File: config.mk
export PLATFORM = sky130hd
export DESIGN_NAME = wb_ram_bank_bridge
export DESIGN_NICKNAME = d
export VERILOG_FILES = /design/src/rtl/wb_ram_pkg.sv /design/src/rtl/wb_ram_bank_bridge.sv
export SDC_FILE = /design/constraint.sdc
export NUM_CORES = 1
export LEC_CHECK = 0
export ABC_AREA = 1
export ABC_CLOCK_PERIOD_IN_PS = 1400
export CAP_MARGIN = 10
export CELL_PAD_IN_SITES_DETAIL_PLACEMENT = 0
export CELL_PAD_IN_SITES_GLOBAL_PLACEMENT = 2
export CORE_UTILIZATION = 20
export CTS_BUF_LIST = sky130_fd_sc_hd__clkbuf_4 sky130_fd_sc_hd__clkbuf_8
export CTS_CLUSTER_SIZE = 8
export DETAILED_ROUTE_END_ITERATION = 6
export GPL_ROUTABILITY_DRIVEN = 1
export HOLD_SLACK_MARGIN = 0.12
export PLACE_DENSITY_LB_ADDON = 0.1
export SETUP_SLACK_MARGIN = 0.3
export SYNTH_ARGS = -nofsm -noshare
export SYNTH_HDL_FRONTEND = slang
export SYNTH_SLANG_ARGS = --single-unit
File: constraint.sdc
create_clock -name wb_clk_i -period 1.4 [get_ports wb_clk_i]
set_input_delay 0.21 -clock wb_clk_i [delete_from_list [all_inputs] [get_ports wb_clk_i]]
set_output_delay 0.21 -clock wb_clk_i [all_outputs]
set_load 0.05 [all_outputs]
File: src/rtl/wb_ram_pkg.sv
// Shared definitions for the Wishbone-to-RAM-bank bridge: FSM encoding
// and the default bank map.
package wb_ram_pkg;

  localparam int BANK_SEL_LSB   = 20;
  localparam int BANK_SEL_WIDTH = 3;

  localparam logic [BANK_SEL_WIDTH-1:0] BANK_DRAM = 3'h0;
  localparam logic [BANK_SEL_WIDTH-1:0] BANK_IRAM = 3'h1;

  typedef logic [1:0] wb_state_t;

  localparam wb_state_t ST_IDLE   = 2'd0;
  localparam wb_state_t ST_ACCESS = 2'd1;
  localparam wb_state_t ST_WAIT   = 2'd2;
  localparam wb_state_t ST_RESP   = 2'd3;

endpackage

File: src/rtl/wb_ram_bank_bridge.sv
// Wishbone classic slave fanning one master out to NUM_BANKS synchronous
// single-port RAM banks, with byte lanes, read latency and error response.
module wb_ram_bank_bridge
  import wb_ram_pkg::*;
#(
  parameter int NUM_BANKS      = 2,
  parameter int WB_ADDR_WIDTH  = 32,
  parameter int RAM_ADDR_WIDTH = 20,
  parameter int DATA_WIDTH     = 32,
  parameter int SEL_LSB        = BANK_SEL_LSB,
  parameter int SEL_WIDTH      = BANK_SEL_WIDTH,
  parameter int RD_LATENCY     = 1
) (
  input  logic                               wb_clk_i,
  input  logic                               rst_ni,
  input  logic                               wb_cyc_i,
  input  logic                               wb_stb_i,
  input  logic                               wb_we_i,
  input  logic [WB_ADDR_WIDTH-1:0]           wb_addr_i,
  input  logic [DATA_WIDTH/8-1:0]            wb_sel_i,
  input  logic [DATA_WIDTH-1:0]              wb_wdata_i,
  output logic [DATA_WIDTH-1:0]              wb_rdata_o,
  output logic                               wb_ack_o,
  output logic                               wb_err_o,
  output logic [RAM_ADDR_WIDTH-1:0]          ram_addr_o,
  output logic [DATA_WIDTH-1:0]              ram_wdata_o,
  output logic [NUM_BANKS-1:0]               ram_en_o,
  output logic [NUM_BANKS*DATA_WIDTH/8-1:0]  ram_we_o,
  input  logic [NUM_BANKS*DATA_WIDTH-1:0]    ram_rdata_i
);

  localparam int BE_W = DATA_WIDTH / 8;

  if (NUM_BANKS < 1 || NUM_BANKS > (1 << SEL_WIDTH)) begin : g_bad_banks
    $error("wb_ram_bank_bridge: NUM_BANKS must be 1..2**SEL_WIDTH");
  end
  if (RD_LATENCY < 1 || RD_LATENCY > 4) begin : g_bad_latency
    $error("wb_ram_bank_bridge: RD_LATENCY must be 1..4");
  end
  if (DATA_WIDTH % 8 != 0) begin : g_bad_width
    $error("wb_ram_bank_bridge: DATA_WIDTH must be a multiple of 8");
  end

  wb_state_t                  state_q;
  logic [1:0]                 cnt_q;
  logic                       we_q;
  logic                       abort_q;
  logic [NUM_BANKS-1:0]       bank_sel_q;

  logic [SEL_WIDTH-1:0]       idx;
  logic [NUM_BANKS-1:0]       en_dec;
  logic [NUM_BANKS*BE_W-1:0]  we_dec;
  logic                       mapped;
  logic [DATA_WIDTH-1:0]      rd_mux;
  logic                       unused_addr;

  assign idx         = wb_addr_i[SEL_LSB +: SEL_WIDTH];
  assign mapped      = |en_dec;
  assign unused_addr = ^wb_addr_i;

  // One-hot bank decode; an index beyond NUM_BANKS matches no bank and is unmapped.
  always_comb begin
    en_dec = '0;
    we_dec = '0;
    for (int k = 0; k < NUM_BANKS; k++) begin
      if (idx == SEL_WIDTH'(k)) begin
        en_dec[k] = 1'b1;
        if (wb_we_i) begin
          we_dec[k*BE_W +: BE_W] = wb_sel_i;
        end
      end
    end
  end

  always_comb begin
    rd_mux = '0;
    for (int k = 0; k < NUM_BANKS; k++) begin
      if (bank_sel_q[k]) begin
        rd_mux = rd_mux | ram_rdata_i[k*DATA_WIDTH +: DATA_WIDTH];
      end
    end
  end

  // A dropped cycle never cancels the RAM access; it only suppresses the
  // ack and sends the FSM straight back to IDLE at the completion point.
  always_ff @(posedge wb_clk_i or negedge rst_ni) begin
    if (!rst_ni) begin
      state_q     <= ST_IDLE;
      cnt_q       <= '0;
      we_q        <= 1'b0;
      abort_q     <= 1'b0;
      bank_sel_q  <= '0;
      wb_rdata_o  <= '0;
      wb_ack_o    <= 1'b0;
      wb_err_o    <= 1'b0;
      ram_addr_o  <= '0;
      ram_wdata_o <= '0;
      ram_en_o    <= '0;
      ram_we_o    <= '0;
    end else begin
      case (state_q)
        ST_IDLE: begin
          if (wb_cyc_i && wb_stb_i) begin
            abort_q <= 1'b0;
            if (mapped) begin
              ram_addr_o  <= wb_addr_i[RAM_ADDR_WIDTH+1:2];
              ram_wdata_o <= wb_wdata_i;
              ram_en_o    <= en_dec;
              ram_we_o    <= we_dec;
              bank_sel_q  <= en_dec;
              we_q        <= wb_we_i;
              state_q     <= ST_ACCESS;
            end else begin
              wb_err_o <= 1'b1;
              state_q  <= ST_RESP;
            end
          end
        end
        ST_ACCESS: begin
          ram_en_o <= '0;
          ram_we_o <= '0;
          cnt_q    <= 2'(RD_LATENCY - 1);
          if (we_q || RD_LATENCY == 1) begin
            if (wb_cyc_i) begin
              wb_ack_o <= 1'b1;
              if (!we_q) begin
                wb_rdata_o <= rd_mux;
              end
              state_q <= ST_RESP;
            end else begin
              state_q <= ST_IDLE;
            end
          end else begin
            abort_q <= ~wb_cyc_i;
            state_q <= ST_WAIT;
          end
        end
        ST_WAIT: begin
          cnt_q <= cnt_q - 2'd1;
          if (cnt_q == 2'd1) begin
            if (wb_cyc_i && !abort_q) begin
              wb_ack_o   <= 1'b1;
              wb_rdata_o <= rd_mux;
              state_q    <= ST_RESP;
            end else begin
              state_q <= ST_IDLE;
            end
          end else if (!wb_cyc_i) begin
            abort_q <= 1'b1;
          end
        end
        ST_RESP: begin
          wb_ack_o <= 1'b0;
          wb_err_o <= 1'b0;
          state_q  <= ST_IDLE;
        end
        default: state_q <= ST_IDLE;
      endcase
    end
  end

endmodule

### Word-level counts from Yosys, hierarchy flattened

Cells that the tools add are included.
Widths: inputs -> output; s select.

* bits of input ports: 137
* register bits after elaboration: 104
* output and inout port bits: 96

* eq/ne operators: 14
* reductions and logical operators: 18
* $add $sub $neg: 1
* bitwise logic cells: 1
* muxes and demuxes: 36

Operators with widths (number)
* $mux 32: 6
* $pmux 32 s2: 1
* $or 32x32->32: 1
* $ne 2x2->1 const B: 9
* $mux 8: 2
* $pmux 8 s2: 1
* $mux 2: 7
* $mux 4: 3
* $mux 1: 10
* $reduce_and 3->1: 3
* $pmux 2 s2: 2
* $pmux 2 s4: 1
* $reduce_and 4->1: 2
* $reduce_bool 2->1: 4
* $reduce_and 5->1: 1
* $eq 2x1->1 const B: 2
* $eq 2x2->1 const B: 2
* $pmux 1 s2: 2
* $eq 3x1->1 const B: 1
* $logic_not 3->1: 1
* $pmux 1 s3: 1
* $reduce_bool 3->1: 1
* $logic_and 1x1->1: 2
* $logic_not 2->1: 1
* other kinds (4): 4

### Longest topological paths before layout

Gate-level depths: netlist (run 1).

* depth in word-level cells: 6
* depth in mapped cells: 10
* gate-level depth less buffers: 9

### Worst setup path before layout (run 1)

No wires, ideal clock.

* kind: reg-to-reg
* from: reg state_q[1]
* to: reg wb_rdata_o[0]
* path slack: -0.153 ns
* cell stages (with the launch flop): 8
* library setup time: 0.119 ns
* arrival: 1.434 ns
* path through: dfrtp_1 > inv_1 > ha_1 > a21boi_2 > nand3_2 > buf_2 > nand2_1 > nand2_1

* cells in the longest elaborated chain, start to end: 3
* elaborated cells on any way between the ends: 9

Ends and longest elaborated chain
* start: declaration: RTL line wb_ram_bank_bridge.sv:44 `wb_state_t state_q;`
* start signal: assignment: RTL line wb_ram_bank_bridge.sv:88 `state_q <= ST_IDLE;`
* start signal: assignment: RTL line wb_ram_bank_bridge.sv:112 `state_q <= ST_ACCESS;`
* start signal: assignment: RTL line wb_ram_bank_bridge.sv:115 `state_q <= ST_RESP;`
* $eq 2x2->1 / $eq 2x1->1 (equally long branches): RTL line wb_ram_bank_bridge.sv:101 `case (state_q)`
* $ne 2x2->1 (no line) / $reduce_bool 2->1 (equally long branches)
* $reduce_and 5->1 (no line)
* end signal: assignment: RTL line wb_ram_bank_bridge.sv:127 `wb_rdata_o <= rd_mux;`
* end signal: assignment: RTL line wb_ram_bank_bridge.sv:143 `wb_rdata_o <= rd_mux;`
* end: declaration: RTL line wb_ram_bank_bridge.sv:22 `output logic [DATA_WIDTH-1:0] wb_rdata_o,`

Parallel ways exist; a longest one is shown, timed or not.
A chain may end at the register's enable or synchronous reset.

### Worst setup path in the final report (run 1)

* from: reg state_q[1]
* to: reg ram_addr_o[1]

* cells in the longest elaborated chain, start to end: 2

Ends and longest elaborated chain
* $logic_not 2->1: RTL line wb_ram_bank_bridge.sv:101
* $reduce_and 3->1 (no line)
* end signal: assignment: RTL line wb_ram_bank_bridge.sv:106 `ram_addr_o <= wb_addr_i[RAM_ADDR_WIDTH+1:2];`
* end: declaration: RTL line wb_ram_bank_bridge.sv:25 `output logic [RAM_ADDR_WIDTH-1:0] ram_addr_o,`

Every way passes these cells.

==> out/results.md, run 1 <==
| Group | Parameter | Value |
|:---|:---|:---|
| clocking | Root Buffer Master | sky130_fd_sc_hd__clkbuf_8 |
| power and ir drop | P per Cell Area | 2320 nW/um2 |
| job | Number of maximum-capacitance constraint violations | 0 |
| global routing | Leftover overflow at the end of global routing | 0 |
| hold path | Worst hold path class | in2async |
| global routing | Wire length of the first global-routing pass | 27.6 mm |
| run status | Violated checks | setup timing |
| floorplanning | Die Outline Area | 24500 um2 |
| placed design | Half-perimeter wire length after detailed placement | 12.0 mm |
| synth | Seq cells post-synth | 104 |
| synth | Per-instance average area after synthesis | 7.89 um2 |
| placed design | Number of buffers added on ports | 221 |
| floorplanning | Initial core utilization | 20.3% |
| clocking | TritonCTS clock tree | done |
| sta | Final Max Slew Viols | 0 |
| worst setup path | Setup slack of the worst register-to-register path | -0.21 ns |
| synth | Cell accounting for the most synthesized area | sky130_fd_sc_hd__dfrtp_1 |
| global routing | Vias in the first global route | 5052 |
| worst setup path | Crit. End Element | flip-flop |
| global routing | Aggregate global-route resource usage | 14.7% |
| power and ir drop | Leakage power summed over all cells | 5.08 nW |
| power and ir drop | Post-layout power | 0.0239 W |
| global routing | Number of antenna violations at the first check in global routing | 0 |
| finish | Layout net count | 1063 |
| synth | Mapped Nets | 749 |
| worst setup path | Max FO, Critical Path | 5 |
| worst setup path | Max incr delay on CP | 0.44 ns |
| worst setup path | Worst reg2reg path depth | 9 |
| worst setup path | Critical-path cell with the highest stage delay | sky130_fd_sc_hd__dfrtp_1 |
| finish | Syn-to-layout area delta | 116% |
| power and ir drop | VDD IR max | 1.04 mV |
| floorplanning | Number of placement rows | 56 |
| sta | Final worst-path setup slack | -0.211 ns |
| global routing | Pin count of the biggest net entering global routing | 35 |
| synth | Yosys top cell area share | 54.5% |
| clocking | Max H-tree Level | 3 |
| synth | Post-synthesis instance area | 4770 um2 |
| clocking | Sink Count | 104 |
| sta | Pin slew with the least headroom to its limit | 0.405 ns |
| drt | Residual antenna-violating net count after detailed routing | 0 |
| synth | Syn. warnings | 0 |
| drt | Ratio of routed vias to standard cells | 4.08 |
| sta | Post-layout minimum cycle time | 1.61 ns |
| floorplanning | DIE WIDTH | 157 um |
| sta | Rel. slew slack | 72.9% |
| placed design | Final GP Congestion | 0.710 |
| synth | Register area share after synthesis | 54.5% |
| placed design | Inst Count DP | 1150 |
| finish | Antenna fix cells | 0 |
| synth | Dominant cells by area after synthesis | sky130_fd_sc_hd__dfrtp_1, sky130_fd_sc_hd__nand2_1, sky130_fd_sc_hd__nand4_1 |
| drt | Routed len/inst | 14.5 um |
| worst setup path | Critical register-to-register path endpoint | ram_addr_o[1] |
| synth | Netlist cell types | 18 |
| drt | Total wire length after detailed routing | 18.0 mm |
| drt | DRC violations left | 0 |
| run status | Status | complete, but fails checks |
| clocking | Bufs on Longest Clock Path | 2 |
| drt | Initial detailed-routing violation count | 250 |
| floorplanning | Core Region | 23500 um2 |
| sta | Maximum clock frequency | 621 MHz |
| worst setup path | Required arrival time at the worst endpoint | 1.68 ns |
| drt | Via total after detailed routing | 5074 |
| floorplanning | Vertical extent of the die | 157 um |
| finish | Share of cells above drive strength 1 | 39.5% |
| clocking | Worst-Skew Late Latency | 0.38 ns |
| synth | Mapped Cells | 605 |
| worst setup path | Arrival time at the worst endpoint | 1.89 ns |
| sta | Final hold violations | 0 |
| worst setup path | Startpoint-to-endpoint class of the critical path | reg2reg |
| clocking | Number of buffers created by CTS | 9 |
| floorplanning | Number of I/O pins | 233 |
| finish | Final instance count without filler cells | 1243 |
| sta | RSZ-0062 raised after global routing | yes |
| worst setup path | Critical R2R Launch | state_q[1] |
| sta | Worst clock skew | 0.00957 ns |
| sta | Final setup violating endpoints | 104 |
| drt | Pre-Repair DR Iteration Count | 4 |
| clocking | Clock-pin slew on the worst setup and hold paths | 0.11 ns |
| worst setup path | Cells traversed along the worst timing path | inv_2, ha_4, inv_4, nor2_4, nand2_8, buf_12, clkbuf_16, nand2_2, nand2_1 |
| sta | Final critical-path share of the clock period | 115% |
| worst setup path | Crit path launch type | flip-flop |
-- critical path: cells and delay by family (launching register included) --
kind                     cells  cell delay (ns)
adder cells (fa/ha/maj)      1             0.19
buffers and inverters        4             0.50
flip-flops                   1             0.44
AND/OR/NAND/NOR              4             0.38
-- where the power goes --
part | internal (W) | switching, W | leakage [nW]
Clock | 0.000760 | 0.00112 | 0.0963
Sequential | 0.00427 | 0.00136 | 1.34
Combinational | 0.00796 | 0.00842 | 3.64
-- per-layer routing --
layer | up-vias | routed length [um] | global-route usage (%) | share of wire [%]
li1 | 2521 | - | - | -
met4 | 0 | 150 | 3.22 | 0.83
met2 | 158 | 8900 | 25.1 | 49
met1 | 2387 | 7490 | 18.1 | 42
met5 | - | 0 | 0 | 0
met3 | 8 | 1460 | 4.24 | 8.1
-- layout by cell type (no fill, tap or decap), types with 2 or more instances in the layout --
master                            netlist  final
sky130_fd_sc_hd__nand2_1              361    262
sky130_fd_sc_hd__clkdlybuf4s50_1        0    124
sky130_fd_sc_hd__buf_12                 0    114
sky130_fd_sc_hd__dfrtp_1              104     98
sky130_fd_sc_hd__buf_4                  6     70
sky130_fd_sc_hd__nand2_2                2     69
sky130_fd_sc_hd__nand4_1               37     37
sky130_fd_sc_hd__nand2_4                0     30
sky130_fd_sc_hd__buf_6                  5     17
sky130_fd_sc_hd__inv_1                 18     14
sky130_fd_sc_hd__clkbuf_8               0     11
sky130_fd_sc_hd__nand3_1               18      9
sky130_fd_sc_hd__nand3_2                1      7
sky130_fd_sc_hd__buf_16                 0      7
sky130_fd_sc_hd__dfrtp_2                0      6
sky130_fd_sc_hd__nor2_1                 8      5
sky130_fd_sc_hd__a21oi_2                0      4
sky130_fd_sc_hd__o21ai_1                0      4
sky130_fd_sc_hd__ha_4                   0      4
sky130_fd_sc_hd__inv_2                  1      3
sky130_fd_sc_hd__nand3_4                0      3
sky130_fd_sc_hd__ha_1                   7      3
sky130_fd_sc_hd__clkbuf_16              0      3
sky130_fd_sc_hd__nor2_4                 0      2
sky130_fd_sc_hd__nand2_8                0      2
sky130_fd_sc_hd__o21ai_2                0      2
sky130_fd_sc_hd__clkinvlp_4             0      2
sky130_fd_sc_hd__nor2_2                 1      2
sky130_fd_sc_hd__inv_6                  0      2
-- how the worst max path moves through the flow --
stage,startpoint,to,slack [ns],cells past startpoint
3_3_place_gp,wb_cyc_i,ram_addr_o[13],-0.24,7
6_report,state_q[1],ram_addr_o[1],-0.21,9
4_1_cts,state_q[1],wb_rdata_o[12],-0.17,6
5_1_grt,state_q[1],wb_rdata_o[25],-0.30,7
3_5_place_dp,wb_cyc_i,ram_wdata_o[6],-0.25,7
2_1_floorplan,state_q[1],wb_rdata_o[0],-0.05,7
-- synthesized netlist by cell type --
master                     count
sky130_fd_sc_hd__inv_2         1
sky130_fd_sc_hd__nor2_1        8
sky130_fd_sc_hd__a21boi_2      1
sky130_fd_sc_hd__dfrtp_1     104
sky130_fd_sc_hd__nand2_2       2
sky130_fd_sc_hd__nor2_2        1
sky130_fd_sc_hd__buf_4         6
sky130_fd_sc_hd__buf_2        15
sky130_fd_sc_hd__inv_1        18
sky130_fd_sc_hd__a21oi_1       5
sky130_fd_sc_hd__ha_1          7
sky130_fd_sc_hd__buf_6         5
sky130_fd_sc_hd__clkbuf_1      8
sky130_fd_sc_hd__nand2_1     361
sky130_fd_sc_hd__nand4_1      37
sky130_fd_sc_hd__nand3_1      18
sky130_fd_sc_hd__nand3_2       1
sky130_fd_sc_hd__o21ai_0       7
-- timing repair --
| action | 4_1_cts | 5_1_grt |
|---|---|---|
| hold buffers | 1 | 0 |
| hold endpoints to repair | 104 | 0 |
| buffers inserted | 35 | 31 |
| gates resized for setup | 75 | 128 |
| pin swaps | 14 | 41 |
| setup endpoints to repair | 200 | 200 |
| cloned | 7 | 3 |
-- flip-flops by register name, indices dropped and copies added (netlist names) --
name,cells
state_q,2
wb_ack_o,1
ram_addr_o,20
abort_q,1
ram_we_o,8
cnt_q,2
ram_en_o,2
wb_rdata_o,32
ram_wdata_o,32
wb_err_o,1
bank_sel_q,2
we_q,1
-- kinds of logic after synthesis --
logic type	Yosys count	synth area share, %
simple gates	428	36.3
flops	104	54.5
buf+inv	53	5.82
compound gates	13	1.49
fa+ha+maj	7	1.83
-- cell type report --
class	instances	area (um2)
tap	319	399
multi-input combinational	448	2480
clock buffer	11	151
fill	2294	13200
timing repair buffer	337	4530
sequential	104	2610
clock inverter	5	38.8
inverter	19	77.6
-- through the flow --
step	TNS, ns	hold WS [ns]	worst slack, ns	util (%)	cell area [um2]
3_3_place_gp	-21.27	0.0733	-0.244	36.7	8620
4_1_cts	-11.72	0.192	-0.168	40.7	9560
2_1_floorplan	-1.37	-0.0856	-0.0457	-	4850
3_5_place_dp	-21.79	0.0764	-0.251	36.7	8620
5_1_grt	-22.52	0.204	-0.299	43.9	10300
6_report	-15.33	0.216	-0.211	43.9	10300
Note: power is estimated with default switching activity, not from simulation.
==> run 2, diff against run 1 <==
--- a/config.mk
+++ b/config.mk
@@ -14,7 +14,7 @@
 export CTS_BUF_LIST = sky130_fd_sc_hd__clkbuf_4 sky130_fd_sc_hd__clkbuf_8
 export CTS_CLUSTER_SIZE = 8
 export DETAILED_ROUTE_END_ITERATION = 6
-export GPL_ROUTABILITY_DRIVEN = 1
+export GPL_ROUTABILITY_DRIVEN = 0
 export HOLD_SLACK_MARGIN = 0.12
 export PLACE_DENSITY_LB_ADDON = 0.1
 export SETUP_SLACK_MARGIN = 0.3
==> results of run 2 <==
The final DEF is identical to that of run 1; final timing and power are the same.
==> run 3, diff against run 2 <==
--- a/config.mk
+++ b/config.mk
@@ -10,8 +10,10 @@
 export CAP_MARGIN = 10
 export CELL_PAD_IN_SITES_DETAIL_PLACEMENT = 0
 export CELL_PAD_IN_SITES_GLOBAL_PLACEMENT = 2
+export CORE_MARGIN = 2
 export CORE_UTILIZATION = 20
 export CTS_BUF_LIST = sky130_fd_sc_hd__clkbuf_4 sky130_fd_sc_hd__clkbuf_8
+export CTS_CLUSTER_DIAMETER = 80
 export CTS_CLUSTER_SIZE = 8
 export DETAILED_ROUTE_END_ITERATION = 6
 export GPL_ROUTABILITY_DRIVEN = 0
==> run 3 against run 2 <==
  * The flow still finishes with violations (setup timing)
  * Total power is 4.5% higher
  * Die area increased by 2.6%
  * First-iteration DRC count up 0.40%
  * Sequential share of layout area down 0.069 points
  * Via count hardly changed
  * Combinational power increased by 6%
  * Sequential power grew 2%
  * Final area is 0.66% higher
  * Count of clock-buffer cells in the layout fell by 2
  * Critical endpoint is now wb_rdata_o[28]
  * Largest power group unchanged
==> out/results.md, run 3 (same netlist as run 1, synthesis figures left out) <==
| Group | Parameter | Value |
|:---|:---|:---|
| run status | Status | complete, but fails checks |
| run status | Violated checks | setup timing |
| floorplanning | Initial core utilization | 20.3% |
| floorplanning | Vertical extent of the die | 159 um |
| finish | Top library cells by usage in the layout, fill and taps aside | sky130_fd_sc_hd__nand2_1, sky130_fd_sc_hd__clkdlybuf4s50_1, sky130_fd_sc_hd__buf_12 |
| clocking | Sink Count | 104 |
| drt | Initial detailed-routing violation count | 251 |
| worst setup path | Critical path's top delay family | flip-flops |
| sta | Maximum clock frequency | 607 MHz |
| clocking | Max H-tree Level | 3 |
| drt | DRC violations left | 0 |
| worst setup path | Crit path launch type | flip-flop |
| floorplanning | Die Outline Area | 25100 um2 |
| job | Number of maximum-capacitance constraint violations | 0 |
| worst setup path | Max incr delay on CP | 0.45 ns |
| finish | Total area of sequential cells | 2620 um2 |
| placed design | Inst Count DP | 1151 |
| power and ir drop | Post-layout power | 0.0250 W |
| clocking | Worst-Skew Late Latency | 0.39 ns |
| drt | Total wire length after detailed routing | 18.3 mm |
| sta | Pin slew with the least headroom to its limit | 0.426 ns |
| worst setup path | Startpoint-to-endpoint class of the critical path | reg2reg |
| global routing | Vias in the first global route | 4733 |
| sta | Rel. slew slack | 71.5% |
| placed design | Half-perimeter wire length after detailed placement | 12.3 mm |
| finish | Final instance count without filler cells | 1255 |
| worst setup path | Arrival time at the worst endpoint | 1.93 ns |
| sta | Final Max Slew Viols | 0 |
| finish | Biggest regs | ram_wdata_o x32, wb_rdata_o x32, ram_addr_o x20 |
| clocking | Bufs on Longest Clock Path | 2 |
| global routing | Wire length of the first global-routing pass | 26.4 mm |
| clocking | Root Buffer Master | sky130_fd_sc_hd__clkbuf_8 |
| floorplanning | Number of placement rows | 56 |
| drt | Routed len/inst | 14.6 um |
| worst setup path | Critical-path cell with the highest stage delay | sky130_fd_sc_hd__dfrtp_2 |
| sta | Final critical-path share of the clock period | 118% |
| worst setup path | Cells traversed along the worst timing path | inv_4, ha_4, a21boi_4, nand3_4, clkbuf_16, nand2_1, nand2_1 |
| drt | Via total after detailed routing | 5078 |
| worst setup path | Required arrival time at the worst endpoint | 1.68 ns |
| sta | Final hold violations | 0 |
| worst setup path | Critical R2R Launch | state_q[0] |
| global routing | Aggregate global-route resource usage | 13.8% |
| global routing | Number of antenna violations at the first check in global routing | 0 |
| drt | Residual antenna-violating net count after detailed routing | 0 |
| sta | RSZ-0062 raised after global routing | yes |
| global routing | Pin count of the biggest net entering global routing | 42 |
| sta | Setup TNS | -15.11 ns |
| clocking | Number of buffers created by CTS | 9 |
| power and ir drop | Leakage power summed over all cells | 4.99 nW |
| worst setup path | Crit. End Element | flip-flop |
| finish | Share of cells above drive strength 1 | 39.3% |
| power and ir drop | VDD IR max | 1.30 mV |
| clocking | TritonCTS clock tree | done |
| finish | Antenna fix cells | 0 |
| drt | Pre-Repair DR Iteration Count | 4 |
| sta | Post-layout minimum cycle time | 1.65 ns |
| drt | Ratio of routed vias to standard cells | 4.05 |
| finish | Syn-to-layout area delta | 117% |
| worst setup path | Worst path bufs/invs | 2 |
| worst setup path | Most numerous cell on the critical path | sky130_fd_sc_hd__nand2_1 |
| power and ir drop | P per Cell Area | 2410 nW/um2 |
| global routing | Leftover overflow at the end of global routing | 0 |
| finish | Layout net count | 1075 |
| floorplanning | Core Region | 23500 um2 |
| clocking | Clock-pin slew on the worst setup and hold paths | 0.12 ns |
| sta | Final worst-path setup slack | -0.247 ns |
| floorplanning | DIE WIDTH | 159 um |
| floorplanning | Number of I/O pins | 233 |
| finish | Most common cell after layout, fill and taps aside | sky130_fd_sc_hd__nand2_1 |
| sta | Worst clock skew | 0.0192 ns |
| worst setup path | Max FO, Critical Path | 5 |
| finish | Multi-input gate area in the final layout | 2390 um2 |
| placed design | Number of buffers added on ports | 221 |
| hold path | Worst hold path class | in2async |
| finish | Fill cell instance count of the final layout | 2283 |
| sta | Final setup violating endpoints | 101 |
| worst setup path | Launch point of the worst path | state_q[0] |
-- run 3: changes by cell type in the layout (fill, tap and decap cells not counted), moves of 3 or more --
cell / before / now
sky130_fd_sc_hd__buf_4: 70 / 81
sky130_fd_sc_hd__buf_6: 17 / 13
sky130_fd_sc_hd__dfrtp_1: 98 / 90
sky130_fd_sc_hd__dfrtp_2: 6 / 14
sky130_fd_sc_hd__inv_4: 1 / 4
sky130_fd_sc_hd__nand2_1: 262 / 277
sky130_fd_sc_hd__nand2_2: 69 / 64
sky130_fd_sc_hd__nand2_4: 30 / 20
-- run 3: final cells by class --
cell class	instances	area share (%)
Clock buffer	9	1.20
Clock inverter	7	0.604
Inverter	19	0.785
Multi-Input combinational cell	448	23.1
Sequential cell	104	25.3
Tap cell	319	3.85
Timing Repair Buffer	349	45.2
-- run 3: worst reg2reg max path: stages, from the launching register on --
cell	delay, ns
sky130_fd_sc_hd__dfrtp_2	0.45
sky130_fd_sc_hd__inv_4	0.07
sky130_fd_sc_hd__ha_4	0.26
sky130_fd_sc_hd__a21boi_4	0.24
sky130_fd_sc_hd__nand3_4	0.20
sky130_fd_sc_hd__clkbuf_16	0.22
sky130_fd_sc_hd__nand2_1	0.05
sky130_fd_sc_hd__nand2_1	0.05
-- run 3: final timing paths --
kind	slack, ns	end	cells past startpoint
setup / recovery	-0.25	wb_rdata_o[28]	7
hold / removal	0.20	ram_wdata_o[14]	2
setup reg to reg	-0.25	wb_rdata_o[28]	7
hold reg to reg	0.48	abort_q	2
max in group asynchronous	0.66	ram_wdata_o[21]	3
min in group wb_clk_i	0.34	ram_wdata_o[1]	3
-- run 3: where the power goes --
| part | switching [W] | internal, W | leakage [nW] |
|---|---|---|---|
| registers | 0.00142 | 0.00429 | 1.33 |
| clock network | 0.00119 | 0.000689 | 0.0980 |
| logic | 0.00882 | 0.00855 | 3.56 |
| total | 0.0114 | 0.0135 | 4.99 |
-- run 3: layer usage --
metal,track usage [%],wire length (um)
met1,18.8,8240
met2,21.2,8570
met3,3.95,1330
met4,4.12,215
met5,0,0
-- run 3: stage by stage --
step | utilization [%] | hold WS, ns | instance area, um2 | setup WS (ns)
2_1_floorplan | - | -0.0856 | 4850 | -0.0457
3_3_place_gp | 36.6 | 0.0895 | 8590 | -0.321
3_5_place_dp | 36.6 | 0.0931 | 8590 | -0.336
4_1_cts | 40.2 | 0.189 | 9440 | -0.165
5_1_grt | 44.1 | 0.204 | 10400 | -0.283
6_report | 44.1 | 0.204 | 10400 | -0.247
-- run 3: what timing repair did --
item	CTS	global route
setup buffers	21	51
pin swaps	9	23
cloned	9	6
endpoints found under the setup margin	200	200
resized for setup	58	130
hold endpoints to repair	104	0
hold buffers	1	0
